## config.mk

```make
export PLATFORM = sky130hd
export DESIGN_NAME = simd_div_flat
export DESIGN_NICKNAME = d
export VERILOG_FILES = /design/src/rtl/simd_div_pkg.sv /design/src/rtl/simd_div_if.sv /design/src/rtl/simd_div_lane.sv /design/src/rtl/simd_div.sv /design/src/flat_wrapper.sv
export SDC_FILE = /design/constraint.sdc
export NUM_CORES = 1
export LEC_CHECK = 0
export CAP_MARGIN = 15
export CORE_MARGIN = 2
export CORE_UTILIZATION = 50
export DETAILED_ROUTE_END_ITERATION = 12
export PLACE_DENSITY = 0.72
export SLEW_MARGIN = 20
export SYNTH_ARGS = -nofsm -noshare
export SYNTH_HDL_FRONTEND = slang
export SYNTH_HIERARCHICAL = 1
export SYNTH_SLANG_ARGS = --single-unit
```

## constraint.sdc

```tcl
create_clock -name clk -period 4.1 [get_ports clk]
set_input_delay 0.615 -clock clk [delete_from_list [all_inputs] [get_ports clk]]
set_output_delay 0.615 -clock clk [all_outputs]
set_load 0.02 [all_outputs]
```

## src/rtl/simd_div_pkg.sv

```systemverilog
// Shared definitions for the SIMD divider: lane modes, FSM states, result bundle.
// Latency: n/a (definitions only).
// Backpressure: n/a.
package simd_div_pkg;

  // Lane-mode encoding shared with the multiplier; any bitnum with bit 1 set selects 16-bit.
  localparam logic [1:0] MODE_4  = 2'b00;
  localparam logic [1:0] MODE_8  = 2'b01;
  localparam logic [1:0] MODE_16 = 2'b10;

  typedef enum logic [1:0] {
    IDLE = 2'd0,
    CALC = 2'd1,
    SIGN = 2'd2
  } state_e;

  typedef struct packed {
    logic [15:0] quot;
    logic [15:0] rem;
    logic [3:0]  div0;
  } div_res_t;

  function automatic logic [4:0] lane_width(input logic [1:0] bitnum);
    if (bitnum[1]) return 5'd16;
    if (bitnum[0]) return 5'd8;
    return 5'd4;
  endfunction

endpackage

```

## src/rtl/simd_div_if.sv

```systemverilog
// Request/response bundle between the execute stage and the SIMD divider.
// Latency: n/a (wiring only).
// Backpressure: none; start is ignored while busy.
interface simd_div_if;
  logic        start;
  logic [15:0] A;
  logic [15:0] B;
  logic [1:0]  bitnum;
  logic        sign_mode;
  logic        busy;
  logic        done;
  logic [15:0] quot;
  logic [15:0] rem;
  logic [3:0]  div0;

  modport master (
    output start, A, B, bitnum, sign_mode,
    input  busy, done, quot, rem, div0
  );

  modport slave (
    input  start, A, B, bitnum, sign_mode,
    output busy, done, quot, rem, div0
  );
endinterface

```

## src/rtl/simd_div_lane.sv

```systemverilog
// One W-bit divider lane: magnitude capture, restoring step, sign/zero/overflow fixup.
// Latency: W step cycles after load; fixed-up result is combinational from lane state.
// Backpressure: none; load and step are driven by the owning FSM.
module simd_div_lane
  #(parameter int W = 4)
  (
  input  logic         clk,
  input  logic         rst_n,
  input  logic         load,
  input  logic         step,
  input  logic         sign_mode,
  input  logic [W-1:0] a,
  input  logic [W-1:0] b,
  output logic [W-1:0] q,
  output logic [W-1:0] r,
  output logic         dz
);

  logic [W-1:0] a_raw, b_raw, quo, prem, dvs;
  logic         sgn, q_neg, r_neg;
  logic         a_neg_in, b_neg_in;
  logic [W:0]   shifted, diff;
  logic         ge, ovf;

  assign a_neg_in = sign_mode & a[W-1];
  assign b_neg_in = sign_mode & b[W-1];

  // Partial remainder stays below the divisor, so one extra bit holds the shifted value.
  assign shifted = {prem, quo[W-1]};
  assign diff    = shifted - {1'b0, dvs};
  assign ge      = shifted >= {1'b0, dvs};

  always_ff @(posedge clk or negedge rst_n) begin
    if (!rst_n) begin
      a_raw <= '0;
      b_raw <= '0;
      quo   <= '0;
      prem  <= '0;
      dvs   <= '0;
      sgn   <= 1'b0;
      q_neg <= 1'b0;
      r_neg <= 1'b0;
    end else if (load) begin
      a_raw <= a;
      b_raw <= b;
      sgn   <= sign_mode;
      quo   <= a_neg_in ? -a : a;
      dvs   <= b_neg_in ? -b : b;
      prem  <= '0;
      q_neg <= a_neg_in ^ b_neg_in;
      r_neg <= a_neg_in;
    end else if (step) begin
      prem <= ge ? diff[W-1:0] : shifted[W-1:0];
      quo  <= {quo[W-2:0], ge};
    end
  end

  assign dz  = (b_raw == '0);
  assign ovf = sgn && (a_raw == {1'b1, {(W-1){1'b0}}}) && (b_raw == '1);

  always_comb begin
    q = q_neg ? -quo : quo;
    r = r_neg ? -prem : prem;
    if (ovf) begin
      q = a_raw;
      r = '0;
    end
    if (dz) begin
      q = '1;
      r = a_raw;
    end
  end

endmodule

```

## src/rtl/simd_div.sv

```systemverilog
// SIMD restoring divider (4x4 / 2x8 / 1x16 lanes) with start/busy/done handshake.
// Latency: done pulses W+1 edges after the accepting edge (W = lane width).
// Backpressure: start is sampled only in IDLE; requests while busy are dropped.
module simd_div
  import simd_div_pkg::*;
  (
  input  logic       clk,
  input  logic       rst_n,
  simd_div_if.slave  io
);

  state_e      state_q, state_d;
  logic [4:0]  cnt_q;
  logic [1:0]  mode_q;
  logic        load, step, fin;
  logic        done_q;
  div_res_t    res_q, res_d;

  logic [15:0] q4, r4, q8, r8, q16, r16;
  logic [3:0]  dz4;
  logic [1:0]  dz8;
  logic        dz16;

  always_comb begin
    state_d = state_q;
    load    = 1'b0;
    step    = 1'b0;
    fin     = 1'b0;
    unique case (state_q)
      IDLE: begin
        if (io.start) begin
          state_d = CALC;
          load    = 1'b1;
        end
      end
      CALC: begin
        step = 1'b1;
        if (cnt_q == 5'd1) state_d = SIGN;
      end
      SIGN: begin
        fin     = 1'b1;
        state_d = IDLE;
      end
      default: state_d = IDLE;
    endcase
  end

  always_ff @(posedge clk or negedge rst_n) begin
    if (!rst_n) begin
      state_q <= IDLE;
      cnt_q   <= '0;
      mode_q  <= MODE_4;
      done_q  <= 1'b0;
      res_q   <= '0;
    end else begin
      state_q <= state_d;
      done_q  <= fin;
      if (load) begin
        cnt_q  <= lane_width(io.bitnum);
        mode_q <= io.bitnum[1] ? MODE_16 : io.bitnum;
      end else if (step) begin
        cnt_q <= cnt_q - 5'd1;
      end
      if (fin) res_q <= res_d;
    end
  end

  // Every lane width runs on every request; only the captured mode's lanes are selected.
  for (genvar i = 0; i < 4; i++) begin : g_l4
    simd_div_lane #(.W(4)) u_lane (
      .clk, .rst_n, .load, .step,
      .sign_mode (io.sign_mode),
      .a         (io.A[4*i +: 4]),
      .b         (io.B[4*i +: 4]),
      .q         (q4[4*i +: 4]),
      .r         (r4[4*i +: 4]),
      .dz        (dz4[i])
    );
  end

  for (genvar i = 0; i < 2; i++) begin : g_l8
    simd_div_lane #(.W(8)) u_lane (
      .clk, .rst_n, .load, .step,
      .sign_mode (io.sign_mode),
      .a         (io.A[8*i +: 8]),
      .b         (io.B[8*i +: 8]),
      .q         (q8[8*i +: 8]),
      .r         (r8[8*i +: 8]),
      .dz        (dz8[i])
    );
  end

  simd_div_lane #(.W(16)) u_l16 (
    .clk, .rst_n, .load, .step,
    .sign_mode (io.sign_mode),
    .a         (io.A),
    .b         (io.B),
    .q         (q16),
    .r         (r16),
    .dz        (dz16)
  );

  always_comb begin
    res_d = '0;
    unique case (mode_q)
      MODE_4: begin
        res_d.quot = q4;
        res_d.rem  = r4;
        res_d.div0 = dz4;
      end
      MODE_8: begin
        res_d.quot = q8;
        res_d.rem  = r8;
        res_d.div0 = {2'b00, dz8};
      end
      default: begin
        res_d.quot = q16;
        res_d.rem  = r16;
        res_d.div0 = {3'b000, dz16};
      end
    endcase
  end

  assign io.busy = (state_q != IDLE);
  assign io.done = done_q;
  assign io.quot = res_q.quot;
  assign io.rem  = res_q.rem;
  assign io.div0 = res_q.div0;

endmodule

```

## src/flat_wrapper.sv

```systemverilog
// flat-port wrapper written by rule: the top's interface ports become plain ports
module simd_div_flat import simd_div_pkg::*;
  (clk, rst_n, io_start, io_A, io_B, io_bitnum, io_sign_mode, io_busy, io_done, io_quot, io_rem, io_div0);
  simd_div_if io_i ();
  input  logic clk;
  input  logic rst_n;
  input wire logic [$bits(io_i.start)-1:0] io_start;
  input wire logic [$bits(io_i.A)-1:0] io_A;
  input wire logic [$bits(io_i.B)-1:0] io_B;
  input wire logic [$bits(io_i.bitnum)-1:0] io_bitnum;
  input wire logic [$bits(io_i.sign_mode)-1:0] io_sign_mode;
  output wire logic [$bits(io_i.busy)-1:0] io_busy;
  output wire logic [$bits(io_i.done)-1:0] io_done;
  output wire logic [$bits(io_i.quot)-1:0] io_quot;
  output wire logic [$bits(io_i.rem)-1:0] io_rem;
  output wire logic [$bits(io_i.div0)-1:0] io_div0;
  assign io_i.start = io_start;
  assign io_i.A = io_A;
  assign io_i.B = io_B;
  assign io_i.bitnum = io_bitnum;
  assign io_i.sign_mode = io_sign_mode;
  assign io_busy = io_i.busy;
  assign io_done = io_i.done;
  assign io_quot = io_i.quot;
  assign io_rem = io_i.rem;
  assign io_div0 = io_i.div0;
  simd_div u_core (.clk(clk), .rst_n(rst_n), .io(io_i));
endmodule
```

# Word-level counts from Yosys, hierarchy flattened

Cells that the tools add are included.

Add/sub/neg operators: 36
Order comparisons: 7
Equal/unequal tests: 20
Mux-type cells: 111
Bitwise gates (word level): 12
Reductions and logical operators: 26

Operators by type and width:

| cell                                         | count |
|---|---|
| 2-to-1 mux 16 bit                            | 13 |
| 2-to-1 mux 4 bit                             | 52 |
| 2-to-1 mux 8 bit                             | 26 |
| one-hot mux 36 bit (2 select lines)          | 1 |
| negation 16 bit                              | 4 |
| negation 4 bit                               | 16 |
| negation 8 bit                               | 8 |
| equality test 16 bit, second input constant  | 2 |
| equality test 4 bit, second input constant   | 8 |
| equality test 8 bit, second input constant   | 4 |
| 2-to-1 mux 5 bit                             | 6 |
| greater-or-equal comparator 5 x 4 -> 1 bit   | 4 |
| greater-or-equal comparator 9 x 8 -> 1 bit   | 2 |
| greater-or-equal comparator 17 x 16 -> 1 bit | 1 |
| zero test 16 bit                             | 1 |
| zero test 4 bit                              | 4 |
| zero test 8 bit                              | 2 |
| subtractor 16 bit                            | 1 |
| subtractor 4 bit                             | 4 |
| subtractor 8 bit                             | 2 |
| logical AND 1 bit                            | 14 |
| 2-to-1 mux 1 bit                             | 9 |
| bitwise AND 1 bit                            | 8 |
| 2-to-1 mux 2 bit                             | 3 |
| 11 further kinds                             | 17 |

Bits in registers: 295
Logic and storage cells: 263

# Longest topological paths before layout

Gate-level depths: netlist of the first run.

Depth after elaboration: 8
Gate-level depth with buffers: 11

# Cells and area by module

Netlist of the first run, hierarchy kept.

Modules (own cells, without submodules):

| module                                     | instances | cells an instance | area an instance (um2) | sequential area each (um2) |
|---|---|---|---|---|
| simd_div_lane at u_core.u_l16              | 1         | 664               | 5,788.1                | 2,052.0 |
| simd_div_lane at u_core.g_l4[0].u_lane ... | 4         | 153               | 1,426.4                | 550.5 |
| simd_div_lane at u_core.g_l8[0].u_lane     | 1         | 320               | 2,830.2                | 1,051.0 |
| simd_div_lane at u_core.g_l8[1].u_lane     | 1         | 319               | 2,816.5                | 1,051.0 |
| simd_div                                   | 1         | 246               | 2,727.6                | 1,151.1 |

# Worst setup path before layout of the first run

Ideal clock, no wire load.

Kind: register to register
From: reg u_core.u_l16.prem[10]
To: reg u_core.u_l16.prem[7]
Setup time: 136 ps
Data arrival time: 2,266 ps
Slack: 1,698 ps
Stages on the path, launching flop included: 10
Buffers on the path: 2
Cell sequence: dfrtp_1 ha_1 buf_2 nand4_1 or4_1 a31o_2 and2_4 buf_4 o21ai_1 a21oi_1

Word-level cells in the longest chain between the ends: 4

RTL lines:

| what                                         | line                | text |
|---|---|---|
| from (decl)                                  | simd_div_lane.sv:19 | `logic [W-1:0] a_raw, b_raw, quo, prem, dvs;` |
| from (signal assigned)                       | simd_div_lane.sv:53 | `prem <= ge ? diff[W-1:0] : shifted[W-1:0];` |
| greater-or-equal comparator 17 x 16 -> 1 bit | simd_div_lane.sv:31 | `assign ge = shifted >= {1'b0, dvs};` |
| 2-to-1 mux 16 bit                            | simd_div_lane.sv:53 |  |
| 2-to-1 mux 16 bit                            | simd_div_lane.sv:52 | `end else if (step) begin` |
| 2-to-1 mux 16 bit                            | simd_div_lane.sv:43 | `end else if (load) begin` |

Every way passes these cells. The select of a mux whose other input is x is not followed.
A chain may end at the register's enable or synchronous reset.

# Worst setup path in the final report of the first run

From: reg u_core.g_l8[0].u_lane.a_raw[2]
To: reg u_core.res_q (netlist bit u_core/io.rem[6])

Word-level cells in the longest chain between the ends: 6

RTL lines:

| what                                | line                | text |
|---|---|---|
| from (decl)                         | simd_div_lane.sv:19 |  |
| from (signal assigned)              | simd_div_lane.sv:35 | `a_raw <= '0;` |
| from (signal assigned)              | simd_div_lane.sv:44 | `a_raw <= a;` |
| equality test 8 bit                 | simd_div_lane.sv:59 | `assign ovf = sgn && (a_raw == {1'b1, {(W-1){1'b0}}}) && (b_raw == '1);` |
| logical AND 1 bit (2 in a row)      | simd_div_lane.sv:59 |  |
| 2-to-1 mux 8 bit                    | simd_div_lane.sv:64 | `if (ovf) begin` |
| 2-to-1 mux 8 bit                    | simd_div_lane.sv:68 | `if (dz) begin` |
| via u_core.r8[6]                    | simd_div.sv:19      | `logic [15:0] q4, r4, q8, r8, q16, r16;` |
| one-hot mux 36 bit (2 select lines) | simd_div.sv:105     | `unique case (mode_q)` |
| to (signal assigned)                | simd_div.sv:64      | `if (fin) res_q <= res_d;` |
| to (decl)                           | simd_div.sv:17      | `div_res_t res_q, res_d;` |

The timed path passes the listed nets, and every way through them passes these cells.

==> key figures, run 1 <==
Run status
  – Result of the run: finished, final reports clean

Worst setup path
  – Path depth of the worst reg2reg path: 8
  – Crit Path Class: flop to flop
  – Largest fanout on the critical path: 13
  – Critical path arrival: 3.41 ns
  – Crit path required time: 4.51 ns
  – Worst Setup End Kind: flop
  – Startpoint types: flop

Timing
  – Post-route minimum period: 2.999 ns
  – Upper clock frequency limit: 333.4 MHz
  – Post-route setup TNS: 0 ns
  – Share of the clock period used by the worst path: 73.15%
  – Worst clock skew: 0.02129 ns
  – Actual slew at the worst max-slew pin: 1.025 ns
  – Worst slew margin relative to its limit: 31.64%
  – Final Max Slew Viols: 0
  – RSZ-0062 raised after global routing: false
  – Final Hold Viols: 0
  – Final setup violation count: 0

Worst hold path
  – Type of the worst min-delay path: primary input to async pin

Place
  – Placed cell areas: 21270 um2
  – Port Buffer Count: 75
  – Post-detailed-placement half-perimeter wirelength: 39.23 mm
  – Last weighted congestion value of the routability-driven placer: 0.9154

Drt
  – Violation count after the first detailed-route iteration: 1489
  – Drt drc: 0
  – DR vias/cell: 5.967
  – First-pass iteration count of the detailed router: 6
  – Met3 wire length: 4.722 mm
  – Vias: 16620
  – Average detailed-routed wire length per instance: 19.58 um
  – Top Layer Used: met5
  – Detailed Route WL: 54.54 mm
  – Met1 WL: 24.61 mm
  – Post-route ant nets: 0
  – Met2 layer wire length in the routed design: 23.49 mm

Clock tree
  – Reg clk slew, reported paths: 0.06 ns
  – Root buffer cell: sky130_fd_sc_hd__clkbuf_16
  – Clock buffer count from CTS: 36
  – Hold-fix buffers, CTS: 0
  – Worst-skew pair later-pin latency: 0.55 ns
  – CTS tree: yes
  – CTS sink count: 300
  – Maximum clock path buffer count: 3
  – Count of cells resized by post-cts repair: 0
  – H-tree level count: 2
  – Post-CTS setup buffer count: 0

Pwr
  – Leakage power summed over all cells: 9.982 nW
  – Worst ir drop on vdd: 0.3882 mV
  – Total power divided by cell area: 918.5 nW/um2

Global route
  – Global-route wire length before repair: 86.42 mm
  – Overall global routing resource usage: 26.39%
  – Remaining Overflow, GRT: 0
  – Maximum number of pins on one net before global-route repair: 107
  – Initial antenna violation count: 1
  – Number of global-route vias before repair: 16010

Floorplanning
  – Number of placement rows: 73
  – Core region area: 39460 um2
  – Io pins: 76
  – Overall die area: 41350 um2
  – Horizontal die dimension: 203.3 um
  – Initial Utilization: 50.35%
  – Die H: 203.3 um

Logic synthesis
  – Main area contributors after synthesis: sky130_fd_sc_hd__dfrtp_1 (38%), sky130_fd_sc_hd__mux2i_1 (5.2%), sky130_fd_sc_hd__ha_1 (4.9%), sky130_fd_sc_hd__nand2_1 (4.6%), sky130_fd_sc_hd__mux2_2 (4.4%)
  – Async SR Flop Fraction: 100.0%
  – Cell Area, Synth: 19870 um2
  – Area fraction of the dominant cell type after synthesis: 37.79%
  – Synthesized netlist cell count: 2161
  – Leading post-synthesis cells by instance count: sky130_fd_sc_hd__dfrtp_1 (300), sky130_fd_sc_hd__nand2_1 (244), sky130_fd_sc_hd__inv_1 (172), sky130_fd_sc_hd__o21ai_0 (143), sky130_fd_sc_hd__nor2_1 (134)
  – Most common flop cell mapped by yosys: sky130_fd_sc_hd__dfrtp_1
  – Sequential share of the synthesized area: 37.79%
  – Yosys warns: 6
  – Biggest area consumer among synthesized cells: sky130_fd_sc_hd__dfrtp_1
  – Most instantiated library cell after synthesis: sky130_fd_sc_hd__dfrtp_1
  – Post-Synthesis Net Count: 2284
  – Post-synthesis sequential element count: 300
  – Synthesized area per cell: 9.194 um2
  – Number of enable-type register cells in the synthesized netlist: 0
  – Count of cell types in the netlist: 97

Cells and area
  – Number of filler instances in the final layout: 3456
  – Share of final-layout standard cells stronger than drive strength 1: 12.38%
  – Ant diodes: 0
  – Final std cell area, no fill: 22460 um2
  – Final net count: 2358
  – Relative area change from synthesis to final layout: 13.03%

Job
  – Reported max-cap violation count: 0
-- cells by family (layout without fill, tap and decap cells) --
kind of cell             count (synthesis)  in the layout  synth area share, %
XOR/XNOR                               151            151                6.657
buffers and inverters                  269            369                5.668
AO/OA/AOI/OAI                          526            526                17.23
multiplexers                           214            214                11.98
AND/OR/NAND/NOR                        616            616                15.06
flip-flops                             300            300                37.79
adder cells (fa/ha/maj)                 85             85                5.617
-- flip-flops by register name (all words and copies together), names as in the netlist, 15 cells and up --
name / flops
u_core/g_l4.u_lane/a_raw: 16
u_core/g_l4.u_lane/b_raw: 16
u_core/g_l4.u_lane/prem: 16
u_core/g_l4.u_lane/quo: 16
u_core/g_l8.u_lane/a_raw: 16
u_core/g_l8.u_lane/b_raw: 16
u_core/g_l8.u_lane/prem: 16
u_core/g_l8.u_lane/quo: 16
u_core/io.quot: 16
u_core/io.rem: 16
u_core/u_l16/a_raw: 16
u_core/u_l16/b_raw: 16
u_core/u_l16/dvs: 15
u_core/u_l16/prem: 16
u_core/u_l16/quo: 16
-- routing by layer --
layer / vias up / global-route usage, %
li1: 7792 / -
met2: 644 / 39.57
met3: 112 / 5.465
met4: 2 / 8.707
met5: - / 0
met1: 8074 / 38.07
-- through the flow --
stage	hold WS [ns]	instances	utilization (%)	total power [mW]	setup WS, ns
2_1_floorplan	0.3194	2161	-	14.20	1.698
3_3_place_gp	0.4685	2722	53.90	16.81	1.079
3_5_place_dp	0.4777	2722	53.90	17.22	1.013
4_1_cts	0.1847	2786	56.91	20.52	1.137
5_1_grt	0.2070	2786	56.91	22.09	0.9915
6_report	0.1517	2786	56.91	20.63	1.101
-- final cells by class --
type / instances / area, um2 / share of cell area (%)
tap: 525 / 656.9 / 2.925
timing repair buffer: 129 / 1194 / 5.315
inverter: 176 / 670.6 / 2.986
sequential: 300 / 7510 / 33.44
clock inverter: 10 / 108.9 / 0.4847
multi-input combinational: 1592 / 11240 / 50.04
clock buffer: 54 / 1080 / 4.808
-- cell usage in the layout, fill, tap and decap left out, types with 21 or more instances in the layout --
cell type / synthesis / routed
sky130_fd_sc_hd__clkbuf_16: 0 / 37
sky130_fd_sc_hd__nor3_1: 42 / 42
sky130_fd_sc_hd__mux2_4: 27 / 27
sky130_fd_sc_hd__nor2_1: 134 / 134
sky130_fd_sc_hd__o21ai_1: 48 / 48
sky130_fd_sc_hd__dfrtp_1: 300 / 298
sky130_fd_sc_hd__nand3_1: 29 / 29
sky130_fd_sc_hd__nand2_1: 244 / 244
sky130_fd_sc_hd__clkdlybuf4s50_1: 0 / 73
sky130_fd_sc_hd__or3_1: 21 / 21
sky130_fd_sc_hd__mux2i_1: 104 / 104
sky130_fd_sc_hd__o31ai_1: 47 / 47
sky130_fd_sc_hd__o21ai_0: 143 / 143
sky130_fd_sc_hd__xor2_1: 69 / 69
sky130_fd_sc_hd__a21oi_1: 90 / 90
sky130_fd_sc_hd__xnor2_1: 82 / 82
sky130_fd_sc_hd__buf_4: 8 / 51
sky130_fd_sc_hd__nor4_1: 27 / 27
sky130_fd_sc_hd__ha_1: 78 / 78
sky130_fd_sc_hd__inv_1: 172 / 172
sky130_fd_sc_hd__mux2_2: 77 / 77
-- worst max-delay path, cell delays in order (launching register included) --
cell and delay (ns):
sky130_fd_sc_hd__dfrtp_1 0.40, sky130_fd_sc_hd__or4_1 0.52, sky130_fd_sc_hd__or4_4 0.44, sky130_fd_sc_hd__nor4_4 0.55, sky130_fd_sc_hd__nor2_2 0.13, sky130_fd_sc_hd__a22o_2 0.26, sky130_fd_sc_hd__mux2_4 0.26, sky130_fd_sc_hd__mux2i_1 0.21
sky130_fd_sc_hd__o21ai_1 0.09
-- power by group --
group | switching, mW | total (mW) | internal, mW
clock | 1.27 | 3.22 | 1.95
combinational | 6.00 | 11.2 | 5.22
sequential | 1.76 | 6.19 | 4.44
-- worst paths after layout --
check	from	to	slack (ns)
max in group asynchronous	rst_n	u_core/u_l16/dvs[11]$_DFFE_PN0P_	2.88
min in group clk	u_core/io.quot[14]$_DFFE_PN0P_	u_core/io.quot[14]$_DFFE_PN0P_	0.49
min reg2reg	u_core/io.quot[14]$_DFFE_PN0P_	u_core/io.quot[14]$_DFFE_PN0P_	0.49
min	rst_n	u_core/g_l4[3].u_lane/prem[3]$_DFFE_PN0P_	0.15
max	u_core/g_l8[0].u_lane/a_raw[2]$_DFFE_PN0P_	u_core/io.rem[6]$_DFFE_PN0P_	1.10
max reg2reg	u_core/g_l8[0].u_lane/a_raw[2]$_DFFE_PN0P_	u_core/io.rem[6]$_DFFE_PN0P_	1.10
(Power assumes the default switching activity.)
==> run 2, diff against run 1 <==
--- a/config.mk
+++ b/config.mk
@@ -9,7 +9,7 @@
 export CORE_MARGIN = 2
 export CORE_UTILIZATION = 50
 export DETAILED_ROUTE_END_ITERATION = 12
-export PLACE_DENSITY = 0.72
+export PLACE_DENSITY = 0.75
 export SLEW_MARGIN = 20
 export SYNTH_ARGS = -nofsm -noshare
 export SYNTH_HDL_FRONTEND = slang
==> constraint.sdc (replaced) <==
create_clock -name clk -period 2.6 [get_ports clk]
set_input_delay 0.39 -clock clk [delete_from_list [all_inputs] [get_ports clk]]
set_output_delay 0.39 -clock clk [all_outputs]
set_load 0.02 [all_outputs]
==> run 2 against run 1 <==
Net effect:
- fmax increased by 16%
- combinational power increased by 69%
- sequential power increased by 55%
- clock skew decreased by 0.0063 ns
- via count increased by 3.4%
- first-iteration DRC count increased by 2.7%
- total power increased by 63%
- register-to-register slack got worse by 1.1 ns
- flip-flop and latch count unchanged
- cell count increased by 3.1%
- clock power increased by 58%
- sequential share of layout area decreased by 1.3 points
- critical path type unchanged
- critical endpoint is now u_core/io.rem[14]$_DFFE_PN0P_
==> key figures, run 2 (same netlist as run 1, synthesis figures left out) <==
Run status
  – Result of the run: finished, final reports clean

Place
  – Placed cell areas: 21980 um2 (+3.4%)
  – Post-detailed-placement half-perimeter wirelength: 41.93 mm (+6.9%)
  – Last weighted congestion value of the routability-driven placer: 0.9149 (about the same)
  – Worst Setup Slack post-DPL: -0.01040 ns (-1.023 ns)
  – Port Buffer Count: 75 (unchanged)
  – Cell total after placement: 2799 (+2.8%)

Worst setup path
  – Cell occurring most often along the worst timing path: sky130_fd_sc_hd__nor4_4
  – CP Buf/Inv Count: 1 (+1)
  – Worst Setup End Kind: flop
  – Kind of cell adding the most delay to the critical path: simple AND/OR/NAND/NOR gates
  – Crit Path Class: flop to flop
  – Critical path arrival: 2.97 ns (-0.44 ns)
  – Largest fanout on the critical path: 7 (-6)
  – Crit path required time: 2.98 ns (-1.53 ns)
  – Crit path largest cell delay: 0.58 ns (+0.03 ns)
  – Cell Chain, Critical Path: or4b_4 > nor4_4 > nand4_1 > nor4_4 > buf_4 > nor2_4 > a22o_1 > mux2i_1 > o21ai_1
  – Cell at the slowest stage of the critical path: sky130_fd_sc_hd__or4b_4
  – Startpoint types: flop

Clock tree
  – Root buffer cell: sky130_fd_sc_hd__clkbuf_16
  – CTS sink count: 300 (unchanged)
  – Worst-skew pair later-pin latency: 0.53 ns (-0.02 ns)
  – CTS tree: yes
  – Reg clk slew, reported paths: 0.05 ns (about the same)
  – H-tree level count: 2 (unchanged)
  – Clock buffer count from CTS: 35 (-2.8%)
  – Maximum clock path buffer count: 3 (unchanged)

Pwr
  – Worst ir drop on vdd: 0.5425 mV (+40%)
  – Leakage power summed over all cells: 10.47 nW (+4.9%)
  – Total power divided by cell area: 1439 nW/um2 (+57%)
  – Power after layout: 33.59 mW (+63%)

Floorplanning
  – Die H: 203.3 um (unchanged)
  – Overall die area: 41350 um2 (unchanged)
  – Core region area: 39460 um2 (unchanged)
  – Number of placement rows: 73 (unchanged)
  – Horizontal die dimension: 203.3 um (unchanged)
  – Initial Utilization: 50.35% (unchanged)
  – Io pins: 76 (unchanged)

Drt
  – Vias: 17190 (+3.4%)
  – Average detailed-routed wire length per instance: 19.92 um (+1.8%)
  – Met2 layer wire length in the routed design: 25.55 mm (+8.8%)
  – First-pass iteration count of the detailed router: 7 (+1)
  – Detailed Route WL: 57.21 mm (+4.9%)
  – Drt drc: 0 (unchanged)
  – DR vias/cell: 5.987 (+0.33%)
  – Post-route ant nets: 0 (unchanged)
  – Top Layer Used: met4
  – Met3 wire length: 4.270 mm (-9.6%)
  – Violation count after the first detailed-route iteration: 1529 (+2.7%)
  – Met1 WL: 25.77 mm (+4.7%)

Timing
  – Worst hold-check slack: 0.3690 ns (+0.2174 ns)
  – Final Max Slew Viols: 0 (unchanged)
  – Worst clock skew: 0.01498 ns (-0.006314 ns)
  – Post-route minimum period: 2.584 ns (-0.4151 ns)
  – Upper clock frequency limit: 387.0 MHz (+16%)
  – Actual slew at the worst max-slew pin: 0.7922 ns (-0.2333 ns)
  – Final setup violation count: 0 (unchanged)
  – Worst slew margin relative to its limit: 47.19% (+16 points)
  – Final Hold Viols: 0 (unchanged)
  – Post-route setup TNS: 0 ns (unchanged)
  – Worst Setup Slack, final: 0.01615 ns (-1.085 ns)
  – RSZ-0062 raised after global routing: true
  – Share of the clock period used by the worst path: 99.38% (+26 points)

Cells and area
  – Final core utilization: 59.16% (+2.2 points)
  – Commonest non-fill, non-tap cell in the layout: sky130_fd_sc_hd__dfrtp_1
  – Relative area change from synthesis to final layout: 17.49%
  – Final net count: 2445 (+3.7%)
  – Share of final-layout standard cells stronger than drive strength 1: 16.33% (+3.9 points)
  – Post-layout instance count excluding filler cells: 2872 (+3.1%)
  – Highest-count cells in the layout ignoring fill and taps: sky130_fd_sc_hd__dfrtp_1 (298), sky130_fd_sc_hd__nand2_1 (243), sky130_fd_sc_hd__inv_1 (171)
  – Number of filler instances in the final layout: 3353 (-3.0%)
  – Final std cell area, no fill: 23340 um2 (+4.0%)

Global route
  – Remaining Overflow, GRT: 0 (unchanged)
  – Overall global routing resource usage: 27.62% (+1.2 points)
  – Maximum number of pins on one net before global-route repair: 80 (-25%)
  – Initial antenna violation count: 1 (unchanged)
  – Global-route wire length before repair: 91.60 mm (+6.0%)
  – Number of global-route vias before repair: 16940 (+5.8%)

Job
  – Reported max-cap violation count: 0 (unchanged)

Worst hold path
  – Type of the worst min-delay path: primary input to async pin
==> run 2: what timing repair did <==
action | 4_1_cts | 5_1_grt
setup endpoints to repair | 0 | 41
endpoints found under the hold margin | 42 | 0
resized for setup | 0 | 24
hold buffers | 1 | 0
buffers inserted | 0 | 8
==> run 2: final timing paths <==
path / cells past startpoint / end / startpoint / slack [ns]
hold reg to reg: 2 / u_core/io.rem[15]$_DFFE_PN0P_ / u_core/io.rem[15]$_DFFE_PN0P_ / 0.49
hold / removal: 2 / u_core/g_l4[3].u_lane/prem[2]$_DFFE_PN0P_ / rst_n / 0.37
setup reg to reg: 9 / u_core/io.rem[14]$_DFFE_PN0P_ / u_core/u_l16/a_raw[13]$_DFFE_PN0P_ / 0.02
max in group asynchronous: 3 / u_core/g_l8[0].u_lane/dvs[6]$_DFFE_PN0P_ / rst_n / 1.42
setup / recovery: 9 / u_core/io.rem[14]$_DFFE_PN0P_ / u_core/u_l16/a_raw[13]$_DFFE_PN0P_ / 0.02
min in group clk: 3 / u_core/g_l4[1].u_lane/dvs[3]$_DFFE_PN0P_ / io_sign_mode / 0.43
==> run 2: cell type report <==
| type | instances | area, um2 | area share [%] |
|---|---|---|---|
| tap | 525 | 656.9 | 2.814 |
| timing repair buffer | 216 | 1992 | 8.533 |
| sequential | 300 | 7510 | 32.17 |
| antenna | 1 | 2.502 | 0.01072 |
| clock inverter | 15 | 196.4 | 0.8415 |
| inverter | 176 | 670.6 | 2.873 |
| clock buffer | 46 | 977.2 | 4.186 |
| multi-input combinational | 1593 | 11340 | 48.57 |
==> run 2: metal layers <==
layer | vias up | track usage, %
met3 | 99 | 4.059
met1 | 8454 | 39.92
met4 | 0 | 8.446
met2 | 656 | 42.91
li1 | 7985 | -
met5 | - | 0
==> run 2: power by group <==
group | leakage (nW) | total [mW] | switching [mW] | internal, mW
registers | 3.64 | 9.60 | 2.60 | 7.00
logic | 6.26 | 18.9 | 9.93 | 8.97
clock network | 0.567 | 5.09 | 2.04 | 3.05
==> run 3, diff against run 2 <==
--- a/config.mk
+++ b/config.mk
@@ -7,9 +7,9 @@
 export LEC_CHECK = 0
 export CAP_MARGIN = 15
 export CORE_MARGIN = 2
-export CORE_UTILIZATION = 50
+export CORE_UTILIZATION = 60
 export DETAILED_ROUTE_END_ITERATION = 12
-export PLACE_DENSITY = 0.75
+export PLACE_DENSITY = 0.84
 export SLEW_MARGIN = 20
 export SYNTH_ARGS = -nofsm -noshare
 export SYNTH_HDL_FRONTEND = slang
==> constraint.sdc (replaced) <==
create_clock -name clk -period 2.97 [get_ports clk]
set_input_delay 0.4455 -clock clk [delete_from_list [all_inputs] [get_ports clk]]
set_output_delay 0.4455 -clock clk [all_outputs]
set_load 0.02 [all_outputs]
==> run 3 against run 2 <==
Net effect:
- global-route usage rose by 4.7 points
- wire length fell by 3.2%
- final area fell by 3.0%
- critical path type unchanged
- worst hold slack improved by 0.12 ns
- via count rose by 0.67%
- largest power group unchanged
==> key figures, run 3 (same netlist as run 1, synthesis figures left out) <==
Cells and area
  – Number of filler instances in the final layout: 2392 (-29%)
  – FF+latch area: 7510 um2 (unchanged)
  – Relative area change from synthesis to final layout: 14.00%
  – Ant diodes: 0 (-1)
  – Combined area of the multi-input logic cells: 11240 um2 (-0.85%)
  – Highest-count cells in the layout ignoring fill and taps: sky130_fd_sc_hd__dfrtp_1 (298), sky130_fd_sc_hd__nand2_1 (244), sky130_fd_sc_hd__inv_1 (172)
  – Final net count: 2394 (-2.1%)
  – Commonest non-fill, non-tap cell in the layout: sky130_fd_sc_hd__dfrtp_1
  – Share of final-layout standard cells stronger than drive strength 1: 13.56% (-2.8 points)

Floorplanning
  – Die H: 186.0 um (-8.5%)
  – Initial Utilization: 61.06% (+11 points)
  – Horizontal die dimension: 186.0 um (-8.5%)
  – Overall die area: 34580 um2 (-16%)
  – Core region area: 32540 um2 (-18%)
  – Io pins: 76 (unchanged)
  – Number of placement rows: 66 (-9.6%)

Worst setup path
  – Crit Path Class: flop to flop
  – Critical path arrival: 3.16 ns (+0.19 ns)
  – Critical Path Source: u_core/u_l16/a_raw[12]$_DFFE_PN0P_
  – Cell Chain, Critical Path: or4b_1 > nor4_1 > nand4_1 > nor4_4 > buf_4 > o21ai_0 > mux2i_1 > o21ai_1
  – Launching point of the worst reg2reg path: u_core/u_l16/a_raw[12]$_DFFE_PN0P_
  – Kind of cell adding the most delay to the critical path: simple AND/OR/NAND/NOR gates
  – Cell at the slowest stage of the critical path: sky130_fd_sc_hd__or4b_1
  – Crit path largest cell delay: 0.56 ns (-0.02 ns)
  – Startpoint types: flop
  – Worst Setup End Kind: flop
  – CP Buf/Inv Count: 1 (unchanged)
  – Crit path required time: 3.33 ns (+0.35 ns)
  – Largest fanout on the critical path: 22 (+15)

Timing
  – Share of the clock period used by the worst path: 94.39% (-5.0 points)
  – Post-route setup TNS: 0 ns (unchanged)
  – Final Max Slew Viols: 0 (unchanged)
  – Final Hold Viols: 0 (unchanged)
  – RSZ-0062 raised after global routing: false
  – Upper clock frequency limit: 356.7 MHz (-7.8%)
  – Final setup violation count: 0 (unchanged)
  – Worst clock skew: 0.01682 ns (+0.001839 ns)
  – Worst slew margin relative to its limit: 35.26% (-12 points)
  – Actual slew at the worst max-slew pin: 0.9622 ns (+0.1700 ns)
  – Worst Setup Slack, final: 0.1665 ns (+0.1503 ns)
  – Post-route minimum period: 2.804 ns (+0.2197 ns)

Clock tree
  – H-tree level count: 2 (unchanged)
  – Maximum clock path buffer count: 3 (unchanged)
  – Worst-skew pair later-pin latency: 0.52 ns (about the same)
  – Clock buffer count from CTS: 35 (unchanged)
  – Reg clk slew, reported paths: 0.06 ns (about the same)
  – Root buffer cell: sky130_fd_sc_hd__clkbuf_16
  – CTS tree: yes
  – CTS sink count: 300 (unchanged)

Drt
  – Average detailed-routed wire length per instance: 20.24 um (+1.6%)
  – DR vias/cell: 6.326 (+5.7%)
  – Detailed Route WL: 55.37 mm (-3.2%)
  – Violation count after the first detailed-route iteration: 1913 (+25%)
  – Post-route ant nets: 0 (unchanged)
  – Vias: 17310 (+0.67%)
  – Drt drc: 0 (unchanged)
  – First-pass iteration count of the detailed router: 5 (-2)

Run status
  – Result of the run: finished, final reports clean

Global route
  – Initial antenna violation count: 1 (unchanged)
  – Overall global routing resource usage: 32.31% (+4.7 points)
  – Number of global-route vias before repair: 16710 (-1.4%)
  – Global-route wire length before repair: 87.91 mm (-4.0%)
  – Remaining Overflow, GRT: 0 (unchanged)
  – Maximum number of pins on one net before global-route repair: 83 (+3.8%)

Place
  – Port Buffer Count: 75 (unchanged)
  – Worst Setup Slack post-DPL: 0.2074 ns (+0.2179 ns)
  – Last weighted congestion value of the routability-driven placer: 0.9166 (+0.19%)
  – Post-detailed-placement half-perimeter wirelength: 39.97 mm (-4.7%)

Worst hold path
  – Type of the worst min-delay path: flop to flop
  – Startpoint of the tightest hold check path: u_core/io.div0[0]$_DFFE_PN0P_

Pwr
  – Total power divided by cell area: 1260 nW/um2 (-12%)
  – Worst ir drop on vdd: 0.6483 mV (+19%)
  – Leakage power summed over all cells: 10.16 nW (-2.9%)

Job
  – Reported max-cap violation count: 0 (unchanged)
-- run 3: cell types whose count changed in the layout (fill, tap and decap cells not counted), sizes merged --
cell      delta
bufinv       -3
clkbuf      +10
buf         -50
and2         -1
inv          -3
clkinvlp     -2
clkinv       -3
diode        -1
-- run 3: routing by layer --
metal	GRT usage (%)	wire length [um]	up-vias
li1	-	-	7860
met1	45.31	23210	8423
met2	51.03	25370	859
met3	5.068	4847	165
met4	11.34	1919	2
met5	0	19	-
-- run 3: worst register-to-register path: cells and delay by family, from the launching register on --
family | cells | cell delay (ns)
AO/OA/AOI/OAI | 2 | 0.24
buffers and inverters | 1 | 0.34
flip-flops | 1 | 0.39
multiplexers | 1 | 0.20
AND/OR/NAND/NOR | 4 | 1.48
-- run 3: where the power goes --
group	switching, mW	internal (mW)
Combinational	8.46	7.39
Clock	1.72	2.59
Sequential	2.26	6.13
Total	12.4	16.1
-- run 3: repair_timing --
item / CTS / global route
endpoints found under the hold margin: 78 / 0
hold buffers: 1 / 0
setup buffers: 0 / 0
setup endpoints to repair: 0 / 1
gates resized for setup: 0 / 1
-- run 3: path summary, 6_finish.rpt --
check                                                             to  slack (ns)  depth (start not counted)
setup / recovery                       u_core/io.quot[2]$_DFFE_PN0P_        0.17                          8
hold / removal                         u_core/io.div0[0]$_DFFE_PN0P_        0.49                          2
setup reg to reg                       u_core/io.quot[2]$_DFFE_PN0P_        0.17                          8
hold reg to reg                        u_core/io.div0[0]$_DFFE_PN0P_        0.49                          2
max in group asynchronous            u_core/u_l16/dvs[7]$_DFFE_PN0P_        1.55                          3
min in group asynchronous  u_core/g_l4[3].u_lane/prem[0]$_DFFE_PN0P_        0.53                          2
-- run 3: cell type report --
cell class | count | share of cell area (%)
Clock inverter | 4 | 0.2210
Clock buffer | 56 | 4.801
Timing Repair Buffer | 166 | 6.784
Multi-Input combinational cell | 1592 | 49.64
Sequential cell | 300 | 33.16
Inverter | 176 | 2.961
Tap cell | 442 | 2.442
-- run 3: metrics by stage --
step	instance area [um2]	hold slack, ns	cells	total power [mW]	util [%]
after CTS	22640	0.4686	2736	28.24	69.60
after floorplan	19870	0.1499	2161	19.61	-
final	22650	0.4888	2736	28.54	69.61
after global placement	21500	0.4701	2675	23.04	66.07
after global routing	22650	0.5208	2736	30.46	69.61
after detailed placement	21500	0.4762	2675	23.82	66.07
